--- src/rtl/snake_body_streamer_pkg.sv ---
// Shared snake constants, encodings and coordinate type.
// Also used by the graphic block for playfield geometry.
package snake_body_streamer_pkg;

   localparam int X_BLOCKS         = 124;
   localparam int Y_BLOCKS         = 81;
   localparam int SNAKE_LENGTH_MAX = 16;
   localparam int SNAKE_LENGTH_BIT = 4;
   localparam int COORD_W          = 7;

   typedef enum logic [1:0] {
      DIR_UP    = 2'b00,
      DIR_RIGHT = 2'b01,
      DIR_DOWN  = 2'b10,
      DIR_LEFT  = 2'b11
   } dir_t;

   typedef enum logic [1:0] {
      ST_IDLE   = 2'b00,
      ST_UPDATE = 2'b01,
      ST_CHECK  = 2'b10,
      ST_OVER   = 2'b11
   } state_t;

   typedef struct packed {
      logic [COORD_W-1:0] x;
      logic [COORD_W-1:0] y;
   } coord_t;

   localparam coord_t OFF_COORD  = coord_t'({7'd127, 7'd127});
   localparam coord_t INIT_HEAD  = coord_t'({7'd62, 7'd40});
   localparam coord_t INIT_BODY0 = coord_t'({7'd61, 7'd40});
   localparam coord_t INIT_BODY1 = coord_t'({7'd60, 7'd40});

   // Up/down and left/right differ only in the top bit.
   function automatic logic [1:0] opposite(input logic [1:0] d);
      return d ^ 2'b10;
   endfunction

endpackage

--- src/rtl/snake_body_streamer_next_head.sv ---
// Next head position, heading selection and wall detection.
// Purely combinational; head is held when a wall is hit.
module snake_next_head #(
   parameter int X_BLOCKS = snake_body_streamer_pkg::X_BLOCKS,
   parameter int Y_BLOCKS = snake_body_streamer_pkg::Y_BLOCKS
) (
   input  logic [6:0] head_x,
   input  logic [6:0] head_y,
   input  logic [1:0] heading,
   input  logic [1:0] direction,
   output logic [6:0] next_x,
   output logic [6:0] next_y,
   output logic [1:0] new_heading,
   output logic       wall_hit
);
   import snake_body_streamer_pkg::*;

   localparam logic [6:0] X_LAST = 7'(X_BLOCKS - 1);
   localparam logic [6:0] Y_LAST = 7'(Y_BLOCKS - 1);

   // Reject reversal, then step one block or flag the wall
   always_comb begin
      new_heading = (direction == opposite(heading)) ? heading : direction;
      next_x      = head_x;
      next_y      = head_y;
      wall_hit    = 1'b0;
      unique case (new_heading)
         DIR_UP:
            if (head_y == 7'd0) wall_hit = 1'b1;
            else next_y = head_y - 7'd1;
         DIR_RIGHT:
            if (head_x >= X_LAST) wall_hit = 1'b1;
            else next_x = head_x + 7'd1;
         DIR_DOWN:
            if (head_y >= Y_LAST) wall_hit = 1'b1;
            else next_y = head_y + 7'd1;
         default:
            if (head_x == 7'd0) wall_hit = 1'b1;
            else next_x = head_x - 7'd1;
      endcase
   end

endmodule

--- src/rtl/snake_body_streamer.sv ---
// Snake head/body state with a never-stalling body stream.
// Steps are applied in UPDATE, then self-collision is scanned in CHECK.
module snake_body_streamer #(
   parameter int SNAKE_LENGTH_BIT = snake_body_streamer_pkg::SNAKE_LENGTH_BIT,
   parameter int SNAKE_LENGTH_MAX = snake_body_streamer_pkg::SNAKE_LENGTH_MAX,
   parameter int X_BLOCKS         = snake_body_streamer_pkg::X_BLOCKS,
   parameter int Y_BLOCKS         = snake_body_streamer_pkg::Y_BLOCKS
) (
   input  logic                        clock_25,
   input  logic                        reset,
   input  logic                        move_tick,
   input  logic [1:0]                  direction,
   input  logic                        grow,
   input  logic                        restart,
   output logic [6:0]                  snake_head_x,
   output logic [6:0]                  snake_head_y,
   output logic [SNAKE_LENGTH_BIT-1:0] body_count,
   output logic [6:0]                  snake_body_x,
   output logic [6:0]                  snake_body_y,
   output logic [SNAKE_LENGTH_BIT-1:0] snake_length,
   output logic                        game_over,
   output logic                        busy
);
   import snake_body_streamer_pkg::*;

   // Length needs one extra bit so a full array (MAX) is representable.
   localparam int LW = SNAKE_LENGTH_BIT + 1;
   localparam logic [SNAKE_LENGTH_BIT-1:0] LAST_IDX =
      SNAKE_LENGTH_BIT'(SNAKE_LENGTH_MAX - 1);
   localparam logic [LW-1:0] LEN_MAX  = LW'(SNAKE_LENGTH_MAX);
   localparam logic [LW-1:0] LEN_INIT = LW'(2);

   typedef coord_t [SNAKE_LENGTH_MAX-1:0] body_t;

   function automatic body_t body_init();
      body_t b;
      for (int i = 0; i < SNAKE_LENGTH_MAX; i++) b[i] = OFF_COORD;
      b[0] = INIT_BODY0;
      b[1] = INIT_BODY1;
      return b;
   endfunction

   state_t                      state;
   state_t                      state_n;
   coord_t                      head;
   coord_t                      next_head;
   coord_t                      snake_body;
   dir_t                        heading;
   dir_t                        step_dir;
   dir_t                        pend_dir;
   logic [1:0]                  new_heading;
   logic                        step_grow;
   logic                        pend_grow;
   logic                        pending;
   logic                        wall_hit;
   logic                        grow_ok;
   logic                        scan_done;
   logic                        scan_hit;
   logic [LW-1:0]               len;
   logic [LW-1:0]               scan_idx;
   logic [SNAKE_LENGTH_BIT-1:0] rd_idx;
   body_t                       body;

   snake_next_head #(
      .X_BLOCKS (X_BLOCKS),
      .Y_BLOCKS (Y_BLOCKS)
   ) u_next_head (
      .head_x      (head.x),
      .head_y      (head.y),
      .heading     (heading),
      .direction   (step_dir),
      .next_x      (next_head.x),
      .next_y      (next_head.y),
      .new_heading (new_heading),
      .wall_hit    (wall_hit)
   );

   assign scan_done = (scan_idx == len);
   assign scan_hit  = !scan_done &&
                      (body[scan_idx[SNAKE_LENGTH_BIT-1:0]] == head);
   assign grow_ok   = step_grow && (len < LEN_MAX);
   assign rd_idx    = (body_count == LAST_IDX) ? '0 : body_count + 1'b1;

   assign busy      = (state == ST_UPDATE) || (state == ST_CHECK);
   assign game_over = (state == ST_OVER);

   assign snake_head_x = head.x;
   assign snake_head_y = head.y;
   assign snake_body_x = snake_body.x;
   assign snake_body_y = snake_body.y;
   // A full array of MAX entries wraps to zero on this narrower port.
   assign snake_length = len[SNAKE_LENGTH_BIT-1:0];

   // FSM state register
   always_ff @(posedge clock_25 or negedge reset) begin
      if (!reset) state <= ST_IDLE;
      else        state <= state_n;
   end

   // FSM next state; restart overrides everything
   always_comb begin
      state_n = state;
      unique case (state)
         ST_IDLE:
            if (pending || move_tick) state_n = ST_UPDATE;
         ST_UPDATE:
            state_n = wall_hit ? ST_OVER : ST_CHECK;
         ST_CHECK:
            if (scan_hit)       state_n = ST_OVER;
            else if (scan_done) state_n = ST_IDLE;
         default:
            state_n = ST_OVER;
      endcase
      if (restart) state_n = ST_IDLE;
   end

   // Step capture, pending tick, head/body update and scan index
   always_ff @(posedge clock_25 or negedge reset) begin
      if (!reset) begin
         head      <= INIT_HEAD;
         heading   <= DIR_RIGHT;
         body      <= body_init();
         len       <= LEN_INIT;
         scan_idx  <= '0;
         step_dir  <= DIR_RIGHT;
         step_grow <= 1'b0;
         pending   <= 1'b0;
         pend_dir  <= DIR_RIGHT;
         pend_grow <= 1'b0;
      end else if (restart) begin
         head      <= INIT_HEAD;
         heading   <= DIR_RIGHT;
         body      <= body_init();
         len       <= LEN_INIT;
         scan_idx  <= '0;
         step_grow <= 1'b0;
         pending   <= 1'b0;
         pend_grow <= 1'b0;
      end else begin
         unique case (state)
            ST_IDLE:
               if (pending) begin
                  step_dir  <= pend_dir;
                  step_grow <= pend_grow;
                  pending   <= 1'b0;
               end else if (move_tick) begin
                  step_dir  <= dir_t'(direction);
                  step_grow <= grow;
               end
            ST_UPDATE: begin
               scan_idx <= '0;
               if (!wall_hit) begin
                  heading <= dir_t'(new_heading);
                  head    <= next_head;
                  body[0] <= head;
                  for (int i = 1; i < SNAKE_LENGTH_MAX; i++)
                     if (i < int'(len) || (grow_ok && i == int'(len)))
                        body[i] <= body[i-1];
                  if (grow_ok) len <= len + 1'b1;
               end
            end
            ST_CHECK:
               scan_idx <= scan_idx + 1'b1;
            default:
               pending <= 1'b0;
         endcase
         if (busy && move_tick && !pending) begin
            pending   <= 1'b1;
            pend_dir  <= dir_t'(direction);
            pend_grow <= grow;
         end
      end
   end

   // Body stream: index and entry advance together every cycle
   always_ff @(posedge clock_25 or negedge reset) begin
      if (!reset) begin
         body_count <= '0;
         snake_body <= INIT_BODY0;
      end else begin
         body_count <= rd_idx;
         snake_body <= ({1'b0, rd_idx} < len) ? body[rd_idx] : OFF_COORD;
      end
   end

endmodule

--- config.mk ---
export PLATFORM = sky130hd
export DESIGN_NAME = snake_body_streamer
export DESIGN_NICKNAME = d
export VERILOG_FILES = /design/src/rtl/snake_body_streamer_pkg.sv /design/src/rtl/snake_body_streamer_next_head.sv /design/src/rtl/snake_body_streamer.sv
export SDC_FILE = /design/constraint.sdc
export NUM_CORES = 1
export LEC_CHECK = 0
export ABC_CLOCK_PERIOD_IN_PS = 3500
export CAP_MARGIN = 25
export CORE_UTILIZATION = 51
export CTS_BUF_LIST = sky130_fd_sc_hd__clkbuf_8
export DETAILED_ROUTE_END_ITERATION = 8
export PLACE_DENSITY = 0.68
export SLEW_MARGIN = 20
export SYNTH_ARGS = -nofsm -noshare
export SYNTH_HDL_FRONTEND = slang
export SYNTH_SLANG_ARGS = --single-unit
--- constraint.sdc ---
create_clock -name clock_25 -period 3.5 [get_ports clock_25]
set_clock_uncertainty 0.1 [all_clocks]
set_input_delay 0.35 -clock clock_25 [delete_from_list [all_inputs] [get_ports clock_25]]
set_output_delay 0.35 -clock clock_25 [all_outputs]
set_load 0.005 [all_outputs]
# Word-level counts from Yosys, hierarchy flattened

Cells that the tools add are included.

Bits in registers: 277
Input bits: 7
Logic and storage cells: 264

Add/subtract/negate cells: 7
Order comparisons: 21
Eq/ne operators: 33
Mux-type cells: 65
Bitwise gates (word level): 2
Reduce and logical (&&, ||, !) cells: 90

Operator list:

| cell                  | number |
|---|---|
| $mux W224             | 3 |
| $mux W14              | 21 |
| $bmux W14 S4          | 2 |
| $reduce_and A3 Y1     | 17 |
| $eq A5 B5 Y1 const A  | 8 |
| $lt A4 B5 Y1 const A  | 8 |
| $reduce_bool A2 Y1    | 20 |
| $mux W7               | 4 |
| $pmux W7 S2           | 2 |
| $mux W5               | 5 |
| $eq A4 B5 Y1 const A  | 4 |
| $lt A3 B5 Y1 const A  | 4 |
| $mux W2               | 10 |
| $logic_and A1 B1 Y1   | 19 |
| $logic_or A1 B1 Y1    | 17 |
| $ne A3 B3 Y1 const B  | 5 |
| $add A7 B1 Y7 const B | 2 |
| $eq A14 B14 Y1        | 1 |
| $ge A7 B7 Y1 const B  | 2 |
| $logic_not A7 Y1      | 2 |
| $mux W1               | 14 |
| $sub A7 B1 Y7 const B | 2 |
| $add A5 B1 Y5 const B | 2 |
| $eq A3 B5 Y1 const A  | 2 |
| other kinds (27)      | 42 |

# Longest topological paths before layout

Gate-level depths: netlist (run 1).

Word-level depth: 9
Mapped depth: 13

# By module

From an unflattened synthesis (run 1), not the netlist that was laid out.

Cell total of the unflattened synthesis: 1724
Area, all modules: 16475.8 µm²

Modules (own cells, without submodules):

| module              | instances | cells each | area an instance (µm²) | sequential area each (µm²) |
|---|---|---|---|---|
| snake_body_streamer | 1         | 1597       | 15573.7                | 7215.7 |
| snake_next_head     | 1         | 127        | 902.1                  | 0.0 |

# Least setup slack after synthesis (run 1)

Ideal clock, no wire load.

Kind: flip-flop to flip-flop
Start: register step_dir[0]
End: register head (netlist bit snake_head_y[6])
Arrival: 2.762 ns
Data required time: 3.268 ns
Slack: 0.506 ns
Stages on the path, launching flop included: 14
Buffers on the path: 0
Path through: dfstp_2 -> xor2_1 -> mux2i_2 -> or2_2 -> inv_1 -> fa_1 -> nor2b_1 -> o21ai_0 -> a21boi_0 -> o21ai_0 -> and3_1 -> o21ai_0 -> xor2_1 -> nor2_1

Cells in the longest elaborated chain, start to end: 7
Elaborated cells on any way between the ends: 15
Those cells by class: 6 x eq/ne; 6 x mux; 3 x reduce/logical

RTL lines:

| element                                                 | line                                | source |
|---|---|---|
| from (decl)                                             | snake_body_streamer.sv:49           | `dir_t step_dir;` |
| from (signal assigned)                                  | snake_body_streamer.sv:143          | `step_dir <= pend_dir;` |
| from (signal assigned)                                  | snake_body_streamer.sv:147          | `step_dir <= dir_t'(direction);` |
| $eq A2 B2 Y1                                            | snake_body_streamer_next_head.sv:23 | `new_heading = (direction == opposite(heading)) ? heading : direction;` |
| $mux W2 *                                               | snake_body_streamer_next_head.sv:23 |  |
| $eq A2 B2 Y1 / $logic_not A2 Y1 (equally long branches) | snake_body_streamer_next_head.sv:27 | `unique case (new_heading)` |
| $pmux W7 S2                                             | snake_body_streamer_next_head.sv:27 |  |
| $mux W14                                                | snake_body_streamer.sv:152          | `if (!wall_hit) begin` |
| $mux W14                                                | snake_body_streamer.sv:140          | `unique case (state)` |
| $mux W14                                                | snake_body_streamer.sv:130          | `end else if (restart) begin` |
| to (signal assigned)                                    | snake_body_streamer.sv:154          | `head <= next_head;` |
| to (decl)                                               | snake_body_streamer.sv:45           | `coord_t head;` |

Every way passes the cells marked *; elsewhere a longest branch is shown, timed or not. The select of a mux whose other input is x is not followed.
A chain may end at the register's enable or synchronous reset.

# Worst setup path in the final report (run 1)

Start: register scan_idx[3]
End: register state[1]

Cells in the longest elaborated chain, start to end: 7
Elaborated cells on any way between the ends: 11
Those cells by class: 3 x eq/ne; 5 x mux; 3 x reduce/logical

RTL lines:

| element                        | line                       | source |
|---|---|---|
| from (decl)                    | snake_body_streamer.sv:60  | `logic [LW-1:0] scan_idx;` |
| from (signal assigned)         | snake_body_streamer.sv:163 | `scan_idx <= scan_idx + 1'b1;` |
| $bmux W14 S4                   | snake_body_streamer.sv:80  | `(body[scan_idx[SNAKE_LENGTH_BIT-1:0]] == head);` |
| $mux W14 (implied by the code) | snake_body_streamer.sv:80  |  |
| $eq A14 B14 Y1                 | snake_body_streamer.sv:80  |  |
| $logic_and A1 B1 Y1            | snake_body_streamer.sv:79  | `assign scan_hit = !scan_done &&` |
| $mux W2                        | snake_body_streamer.sv:109 | `if (scan_hit) state_n = ST_OVER;` |
| $pmux W2 S3                    | snake_body_streamer.sv:103 | `unique case (state)` |
| $mux W2                        | snake_body_streamer.sv:114 | `if (restart) state_n = ST_IDLE;` |
| to (signal assigned)           | snake_body_streamer.sv:97  | `else state <= state_n;` |
| to (decl)                      | snake_body_streamer.sv:43  | `state_t state;` |

Parallel ways exist; a longest one is shown, timed or not. The select of a mux whose other input is x is not followed.

==> results.py, run 1 <==
metrics = {
    "route": {
        "viasPerCell": 6.068,
        "drt-total-wl_um": 45740,
        "avgRoutedWirePerCell_um": 21.44,
        "drtPass1Iterations": 5,
        "drc": 0,
        "drtAntennaViolNets": 0,
        "vias": 12940,
        "drt_iter0_markers": 1187,
    },
    "worst_setup_path": {
        "crit_type": "register to register",
        "worst_path_max_delay_cell": "dfrtp_1",
        "startpoint": "scan_idx[3]",
        "end_kind": "register",
        "cpPeakStageDelay_ps": 820,
        "cp.required_ps": 3940,
        "path_cells": "buf_4 -> mux4_2 -> mux2_2 -> o21ai_0 -> xnor2_1 -> nor4_1 -> a41o_1 -> o21a_1",
        "arrival_ps": 3640,
        "reg2reg_from": "scan_idx[3]",
        "critPathMaxFanout": 13,
        "start_kind": "register",
    },
    "sta": {
        "slew-limit-headroom": 0.3826,
        "rsz0062_at_grt": "no",
        "finalCritPeriodShare": 0.9140,
        "fin_crit_ps": 3199,
        "hold_viol_final": 0,
        "fin_setup_tns_ps": 0,
        "tightest_slew_ps": 925.4,
        "finalSetupViolations": 0,
        "slew_violations": 0,
        "layout_setup_ws_ps": 300.9,
        "max_freq_ghz": 0.3126,
    },
    "power": {
        "power_uw": 11030,
        "cellPowerDensity_nw_per_um2": 606.3,
        "vdd_drop_max_uv": 331.5,
        "p_leak_uw": 0.007064,
    },
    "synthesis": {
        "synth_edf_count": 0,
        "synth-seq-area-share": 0.4459,
        "synth-seq-cells": 277,
        "syn-mean-instance-area_um2": 9.725,
        "synth_top_cells_by_area": "dfstp_2 37%, mux4_2 13%, nor2_1 9.3%",
        "yosysTopAreaCellShare": 0.3686,
        "yosysTopAreaCell": "dfstp_2",
        "netlist_instances": 1664,
        "syn_area_um2": 16180,
        "synthesis.nets": 1698,
        "ys_types": 62,
        "ys.flop_type": "dfstp_2",
        "ys_warn_count": 0,
        "async_flop_share": 1.000,
    },
    "clocking": {
        "postCtsSetupRepairBufs": 0,
        "cts_root_buf": "clkbuf_8",
        "clkTransAtPathRegs_ps": 60,
        "cts_buffer_depth": 3,
        "htree_num_levels": 2,
        "cts_made_buffers": 48,
        "cts_tree": "built",
        "insertion_delay_ps": 590,
        "cts_sinks": 277,
    },
    "final_layout": {
        "antenna_cells": 0,
        "fillerInstances": 2603,
        "area_growth_syn_to_layout_pct": 12.45,
        "layout-drive-gt1-share": 0.2907,
        "final_area_um2": 18200,
        "nets": 1734,
        "multi_input_area_um2": 8294,
        "seq_area_um2": 7219,
    },
    "floorplan": {
        "die_w_um": 180.1,
        "core_um2": 30910,
        "die_h_um": 180.1,
        "dieArea_um2": 32450,
        "ios": 45,
        "row_count": 64,
        "initial_core_util": 0.5235,
    },
    "placement": {
        "post_dp_cell_area_um2": 17220,
        "gp_congestion": 0.8846,
        "portBuffers": 44,
        "place_ws_ps": 254.7,
        "dp_hpwl_um": 30110,
    },
    "global_route": {
        "overflow": 0,
        "grt.total_usage": 0.2883,
        "grt_use_met2": 0.4515,
        "grt.met3_usage": 0.04608,
        "busiest_layer": "met2",
        "grt.met1_usage": 0.4067,
        "grt_pass1_wl_um": 72670,
        "antenna_found_initial": 0,
        "grt_max_degree": 118,
        "grt_pass1_vias": 12650,
    },
    "run_status": {
        "run_status": "completed",
    },
    "hold_path": {
        "hp-class": "input port to asynchronous set/reset pin",
    },
    "flow_run": {
        "maxCapViolCount": 0,
    },
}
[final timing paths]
kind | cells after the start | end | slack, ps
worst max-delay path | 8 | state[1] | 300
worst min-delay path | 2 | snake_head_y[4] | 240
worst max register to register | 8 | state[1] | 300
worst min register to register | 2 | body[190] | 390
max in group asynchronous | 3 | body[124] | 2110
min in group clock_25 | 2 | len[4] | 270
[final cells by class]
class / instances / share of cell area
multi-input cells: 1241 / 0.4558
flip-flops and latches: 277 / 0.3968
repair buffers: 111 / 0.06278
clock buffers: 57 / 0.04311
well taps: 396 / 0.02723
clock inverters: 30 / 0.009902
inverters: 21 / 0.004401
[through the flow]
step           hold WS [ps]  instances    util
3_3_place_gp          279.4       2045  0.5571
3_5_place_dp          285.2       2045  0.5571
2_1_floorplan        -45.59       1664       -
5_1_grt               299.9       2133  0.5887
4_1_cts               250.8       2133  0.5886
6_report              237.3       2133  0.5887
[critical path, delay by kind of cell (launching register included)]
| family | cells | cell delay (ps) |
|---|---|---|
| flops | 1 | 820 |
| simple gates | 1 | 370 |
| mux | 2 | 580 |
| buf+inv | 1 | 330 |
| compound gates | 3 | 820 |
| xor+xnor | 1 | 120 |
[per-layer routing]
metal	wire (µm)	part of all wire
met5	0	0
met4	1545	0.034
met3	3551	0.078
met2	21030	0.46
met1	19620	0.43
[cells by family (layout without fill, tap and decap cells)]
logic type	count (synthesis)	after routing	synth area share
simple gates	664	664	0.1675
compound gates	360	360	0.1254
flops	277	277	0.4459
mux	151	151	0.1753
buf+inv	146	219	0.04299
xor+xnor	39	39	0.02111
fa+ha+maj	27	27	0.02180
[cells in the mapped netlist, types with 5 or more instances]
master,count
mux2i_1,30
nor2_1,401
mux4_2,96
ha_1,25
dfrtp_1,50
nand2_1,172
mux2_2,17
nand2b_1,14
buf_2,46
o21ai_0,131
buf_6,6
a211oi_1,5
o21bai_2,9
nor2b_1,5
nor3b_1,5
inv_1,19
dfstp_2,227
xor2_1,14
mux4_1,6
a21oi_1,169
nand3b_1,9
nand3_1,24
o22ai_1,6
xnor2_1,25
clkbuf_1,58
nor3_1,11
buf_4,12
[power breakdown]
| group | switching [µW] | internal [µW] | total, µW | leakage [µW] |
|---|---|---|---|---|
| clock network | 1360 | 1620 | 2980 | 0.000568 |
| registers | 615 | 3960 | 4570 | 0.00307 |
| logic | 1830 | 1650 | 3480 | 0.00342 |
[registers in the layout, indices dropped and copies added, names as in the netlist, 4 cells and up]
signal and count:
scan_idx 5, snake_body_y 7, snake_body_x 7, snake_head_y 7
body_count 4, snake_head_x 7, len 5, body 224
[layout by cell type (no fill, tap or decap), drive strengths merged, types with 4 or more instances in the layout]
| cell type | netlist | layout |
|---|---|---|
| a211o | 4 | 4 |
| a211oi | 5 | 5 |
| a21o | 4 | 4 |
| a21oi | 173 | 173 |
| and2 | 4 | 4 |
| buf | 67 | 67 |
| clkbuf | 58 | 58 |
| clkdlybuf4s50 | 0 | 42 |
| clkinv | 0 | 7 |
| dfrtp | 50 | 50 |
| dfstp | 227 | 227 |
| ha | 25 | 25 |
| inv | 21 | 40 |
| mux2 | 18 | 18 |
| mux2i | 31 | 31 |
| mux4 | 102 | 102 |
| nand2 | 172 | 172 |
| nand2b | 14 | 14 |
| nand3 | 24 | 24 |
| nand3b | 9 | 9 |
| nor2 | 404 | 404 |
| nor2b | 5 | 5 |
| nor3 | 11 | 11 |
| nor3b | 5 | 5 |
| nor4 | 5 | 5 |
| o21ai | 133 | 133 |
| o21bai | 12 | 12 |
| o22ai | 6 | 6 |
| xnor2 | 25 | 25 |
| xor2 | 14 | 14 |
[timing repair]
action                                  in CTS  in global routing
hold endpoints to repair                    19                  0
hold buffers                                 1                  0
endpoints found under the setup margin       0                  1
gates resized for setup                      0                  1
Note: power is estimated with default switching activity, not from simulation.
==> inputs of run 2 (changes only) <==
--- a/config.mk
+++ b/config.mk
@@ -7,6 +7,7 @@
 export LEC_CHECK = 0
 export ABC_CLOCK_PERIOD_IN_PS = 3500
 export CAP_MARGIN = 25
+export CORE_MARGIN = 2
 export CORE_UTILIZATION = 51
 export CTS_BUF_LIST = sky130_fd_sc_hd__clkbuf_8
 export DETAILED_ROUTE_END_ITERATION = 8
==> constraint.sdc (replaced) <==
create_clock -name clock_25 -period 3.5 [get_ports clock_25]
set_clock_uncertainty 0.1 [all_clocks]
set_input_delay 1.05 -clock clock_25 [delete_from_list [all_inputs] [get_ports clock_25]]
set_output_delay 1.05 -clock clock_25 [all_outputs]
set_load 0.005 [all_outputs]
==> run 2 against run 1 <==
- power is 2.1% higher
- non-clock buffer count is 7 lower
- count of clock-buffer cells in the layout is 2 higher
- critical endpoint is now snake_head_x[6]
- critical path type unchanged
==> results.py, run 2 (same netlist as run 1, synthesis figures left out) <==
metrics = {
    "run_status": {
        "run_status": "completed",
    },
    "sta": {
        "whs_ps": 357.1,
        "fin_setup_tns_ps": 0,
        "layout_setup_ws_ps": 302.9,
        "slew-limit-headroom": 0.5150,
        "hold_viol_final": 0,
        "fin_crit_ps": 3197,
        "rsz0062_at_grt": "no",
        "finalSetupViolations": 0,
        "tightest_slew_ps": 727.4,
        "max_freq_ghz": 0.3128,
        "slew_violations": 0,
        "finalCritPeriodShare": 0.9135,
    },
    "floorplan": {
        "row_count": 65,
        "dieArea_um2": 33170,
        "die_h_um": 182.1,
        "ios": 45,
        "die_w_um": 182.1,
        "initial_core_util": 0.5155,
        "core_um2": 31390,
    },
    "placement": {
        "post_dp_cell_area_um2": 17140,
        "dp_hpwl_um": 29410,
        "gp_congestion": 0.9306,
        "portBuffers": 44,
        "place_ws_ps": 350.0,
    },
    "final_layout": {
        "final_common_cell": "nor2_1",
        "antenna_cells": 0,
        "mostFrequentLayoutCells": "401 x nor2_1, 227 x dfstp_2, 172 x nand2_1",
        "final_area_um2": 18170,
        "regMostFlops": "body",
        "multi_input_area_um2": 8284,
        "seq_area_um2": 7219,
        "nets": 1726,
        "fillerInstances": 2667,
        "layout-drive-gt1-share": 0.2899,
        "largest_reg_flops": 224,
        "area_growth_syn_to_layout_pct": 12.28,
    },
    "global_route": {
        "grt_max_degree": 84,
        "grt.total_usage": 0.2847,
        "antenna_found_initial": 0,
        "grt_pass1_wl_um": 73250,
        "grt_pass1_vias": 12680,
        "overflow": 0,
    },
    "route": {
        "drc": 0,
        "drt_iter0_markers": 1264,
        "avgRoutedWirePerCell_um": 21.62,
        "drt-total-wl_um": 46050,
        "drtAntennaViolNets": 0,
        "route.met3.wl_um": 3272,
        "viasPerCell": 6.057,
        "wl_met1_um": 19820,
        "drtPass1Iterations": 6,
        "vias": 12900,
        "highest_layer": "met4",
        "dr_wl_met2_um": 21560,
    },
    "hold_path": {
        "hp-class": "input port to asynchronous set/reset pin",
    },
    "worst_setup_path": {
        "cpPeakStageDelay_ps": 540,
        "cp.required_ps": 3850,
        "critPathBufInv": 1,
        "critPathMaxFanout": 7,
        "end_kind": "register",
        "crit_type": "register to register",
        "crit_family": "compound AO/OA/AOI/OAI gates",
        "reg2reg_from": "step_dir[0]",
        "worst_path_max_delay_cell": "dfstp_2",
        "path_cells": "xor2_1 -> mux2i_2 -> buf_4 -> nand2_1 -> fa_1 -> a21o_1 -> a21oi_1 -> o21bai_1 -> a21oi_1 -> xnor2_1 -> nand3_1 -> xor2_1 -> nor2_1",
        "start_kind": "register",
        "arrival_ps": 3550,
        "startpoint": "step_dir[0]",
    },
    "power": {
        "cellPowerDensity_nw_per_um2": 620.1,
        "vdd_drop_max_uv": 291.1,
        "p_int_uw": 7422,
        "p_clk_frac": 0.284,
        "power_frac_comb": 0.314,
        "sequentialPowerShare": 0.402,
        "p_leak_uw": 0.007030,
        "switching_share": 0.3412,
        "power.switching_uw": 3845,
    },
    "flow_run": {
        "maxCapViolCount": 0,
    },
    "clocking": {
        "postCtsSetupRepairBufs": 0,
        "post_cts_resized": 0,
        "cts_sinks": 277,
        "htree_num_levels": 2,
        "clkTransAtPathRegs_ps": 70,
        "cts_root_buf": "clkbuf_8",
        "ctsHoldBuffers": 0,
        "cts_made_buffers": 47,
        "insertion_delay_ps": 600,
        "cts_tree": "built",
        "cts_buffer_depth": 3,
    },
}
[run 2: changes by cell type in the layout (fill, tap and decap cells not counted), sizes merged]
| cell | before | now |
|---|---|---|
| inv | 40 | 36 |
| bufinv | 2 | 4 |
| dlygate4sd3 | 1 | 0 |
| buf | 67 | 61 |
| clkbuf | 58 | 60 |
| clkinv | 7 | 5 |
[run 2: worst register-to-register path, delay by kind of cell (launching register included)]
kind	cells	cell delay, ps
AO/OA/AOI/OAI	4	670
XOR/XNOR	3	500
adder cells (fa/ha/maj)	1	470
buffers and inverters	1	170
flip-flops	1	540
multiplexers	1	250
AND/OR/NAND/NOR	3	360
[run 2: path summary, 6_finish.rpt]
kind	end	slack, ps	depth (start not counted)
worst max-delay path	snake_head_x[6]	300	13
worst min-delay path	body[14]	360	1
worst max register to register	snake_head_x[6]	300	13
worst min register to register	body[26]	390	2
max in group asynchronous	body[165]	2110	2
min in group clock_25	body[26]	390	2
[run 2: final cells by class]
class	count	area share
multi-input cells	1241	0.4560
flip-flops and latches	277	0.3974
repair buffers	104	0.05778
clock buffers	59	0.04469
well taps	402	0.02768
clock inverters	26	0.01212
inverters	21	0.004407
[run 2: stage by stage]
stage                     utilization  cells  total power, µW
final                          0.5788   2130            11270
after global placement         0.5459   2045             7948
after detailed placement       0.5459   2045             8053
after global routing           0.5788   2130            11870
after CTS                      0.5788   2130            11280
after floorplan                     -   1664             6781
[run 2: power by group through the flow]
stage	sequential [µW]	combinational, µW	clock (µW)
6_report	4530	3540	3200
5_1_grt	4600	3880	3390
4_1_cts	4510	3520	3240
3_5_place_dp	4550	3500	0
3_3_place_gp	4530	3420	0
2_1_floorplan	4340	2450	0
[run 2: routing by layer]
layer  vias up  track usage
met1      6407       0.3984
met2       557       0.4539
met4         0       0.1023
met5         -            0
li1       5840            -
met3        98      0.04490
==> inputs of run 3 (changes only) <==
--- a/config.mk
+++ b/config.mk
@@ -8,10 +8,10 @@
 export ABC_CLOCK_PERIOD_IN_PS = 3500
 export CAP_MARGIN = 25
 export CORE_MARGIN = 2
-export CORE_UTILIZATION = 51
+export CORE_UTILIZATION = 65
 export CTS_BUF_LIST = sky130_fd_sc_hd__clkbuf_8
 export DETAILED_ROUTE_END_ITERATION = 8
-export PLACE_DENSITY = 0.68
+export PLACE_DENSITY = 0.83
 export SLEW_MARGIN = 20
 export SYNTH_ARGS = -nofsm -noshare
 export SYNTH_HDL_FRONTEND = slang
==> run 3 against run 2 <==
- critical path depth fell by 3
- register-to-register slack got worse by 160 ps
- worst setup slack got worse by 160 ps
- sequential power barely moved
- core utilization rose by 17 points
- sequential share of layout area barely moved
- non-clock buffer count rose by 7
- combinational power rose by 3%
- clock power fell by 2%
- largest power group unchanged
- highest routed layer is now met5
==> results.py, run 3 (same netlist as run 1, synthesis figures left out) <==
metrics = {
    "route": {
        "drtAntennaViolNets": 0,
        "drt-total-wl_um": 45410,
        "vias": 13430,
        "drc": 0,
        "avgRoutedWirePerCell_um": 22.03,
        "drtPass1Iterations": 6,
        "drt_iter0_markers": 1795,
        "viasPerCell": 6.516,
    },
    "sta": {
        "slew-limit-headroom": 0.4003,
        "fin_setup_tns_ps": 0,
        "slew_violations": 0,
        "tightest_slew_ps": 899.0,
        "rsz0062_at_grt": "no",
        "finalSetupViolations": 0,
        "whs_ps": 316.3,
        "fin_crit_ps": 3356,
        "max_freq_ghz": 0.2980,
        "layout_setup_ws_ps": 144.3,
        "finalCritPeriodShare": 0.9588,
        "hold_viol_final": 0,
    },
    "flow_run": {
        "maxCapViolCount": 0,
    },
    "power": {
        "p_leak_uw": 0.007079,
        "power_uw": 11290,
        "cellPowerDensity_nw_per_um2": 621.8,
        "vdd_drop_max_uv": 470.9,
    },
    "placement": {
        "portBuffers": 44,
        "gp_congestion": 0.9360,
        "placed_cells": 1972,
        "dp_hpwl_um": 29070,
        "place_ws_ps": 213.0,
    },
    "worst_setup_path": {
        "startpoint": "step_dir[0]",
        "arrival_ps": 3750,
        "cp-endpoint": "body[74]",
        "critPathMaxFanout": 28,
        "ff2ff_path_depth": 10,
        "rrSetupSlack_ps": 140,
        "cp.required_ps": 3900,
        "crit_type": "register to register",
        "r2r-end": "body[74]",
        "start_kind": "register",
        "reg2reg_from": "step_dir[0]",
        "end_kind": "register",
    },
    "clocking": {
        "htree_num_levels": 2,
        "clkTransAtPathRegs_ps": 60,
        "cts_tree": "built",
        "cts_sinks": 277,
        "cts_made_buffers": 46,
        "postCtsSetupRepairBufs": 0,
        "insertion_delay_ps": 580,
        "post_cts_resized": 0,
        "cts_root_buf": "clkbuf_8",
        "ctsHoldBuffers": 0,
        "cts_buffer_depth": 3,
    },
    "floorplan": {
        "die_h_um": 161.8,
        "die_w_um": 161.8,
        "ios": 45,
        "initial_core_util": 0.6634,
        "core_um2": 24390,
        "row_count": 57,
        "dieArea_um2": 26170,
    },
    "global_route": {
        "antenna_found_initial": 2,
        "grt_pass1_wl_um": 72510,
        "grt.total_usage": 0.3557,
        "grt_max_degree": 124,
        "overflow": 0,
        "grt_pass1_vias": 13560,
    },
    "hold_path": {
        "hp-class": "input port to asynchronous set/reset pin",
    },
    "final_layout": {
        "layout-drive-gt1-share": 0.2949,
        "area_growth_syn_to_layout_pct": 12.18,
        "regMostFlops": "body",
        "final_cells": 2061,
        "multi_input_area_um2": 8292,
        "fillerInstances": 1603,
        "seq_area_um2": 7219,
        "mostFrequentLayoutCells": "401 x nor2_1, 227 x dfstp_2, 172 x nand2_1",
        "final_common_cell": "nor2_1",
        "nets": 1732,
        "largest_reg_flops": 224,
    },
    "run_status": {
        "run_status": "completed",
    },
}
[run 3: cell count changes in the layout (fill, tap and decap cells not counted)]
cell        change
buf_12          +2
buf_4           +5
bufinv_16       -2
clkbuf_8        +5
clkinv_2        +4
clkinvlp_4      -2
diode_2         +1
inv_1           -3
inv_6           -1
o21ai_2         -1
o21ai_4         +1
[run 3: power breakdown]
| group | internal, µW | switching [µW] |
|---|---|---|
| Clock | 1770 | 1370 |
| Sequential | 3960 | 548 |
| Combinational | 1690 | 1960 |
| Total | 7410 | 3870 |
[run 3: worst max-delay path: stages (launching register included)]
cell and delay (ps):
dfstp_2 540, xor2_1 210, mux2i_2 310, buf_4 180, mux2i_1 270, o211ai_1 230
buf_12 250, o21bai_2 740, buf_12 250, nor2_1 50, a21oi_1 110
[run 3: metrics by stage]
step,area (µm²),util
floorplan,16180,-
global placement,17110,0.7014
detailed placement,17110,0.7014
CTS,18130,0.7435
global route,18150,0.7441
finish,18150,0.7442
[run 3: layout make-up]
type,count,share of cell area
Timing Repair Buffer,111,0.06210
Multi-Input combinational cell,1241,0.4568
Inverter,21,0.004411
Sequential cell,277,0.3977
Clock inverter,22,0.007996
Clock buffer,64,0.04852
Antenna cell,1,0.0001379
Tap cell,324,0.02233
[run 3: metal layers]
layer,up-vias,share of wire,track usage
met5,-,0.00020,0
met4,2,0.060,0.2047
met3,208,0.13,0.1006
met2,852,0.45,0.5445
met1,6509,0.36,0.4590
li1,5859,-,-
[run 3: worst min-delay path by stage]
stage | to | depth (start not counted)
after CTS | snake_head_y[0] | 1
after global routing | snake_head_y[4] | 1
final | snake_head_y[4] | 1
after floorplan | body[26] | 2
after global placement | body[26] | 2
after detailed placement | body[26] | 2
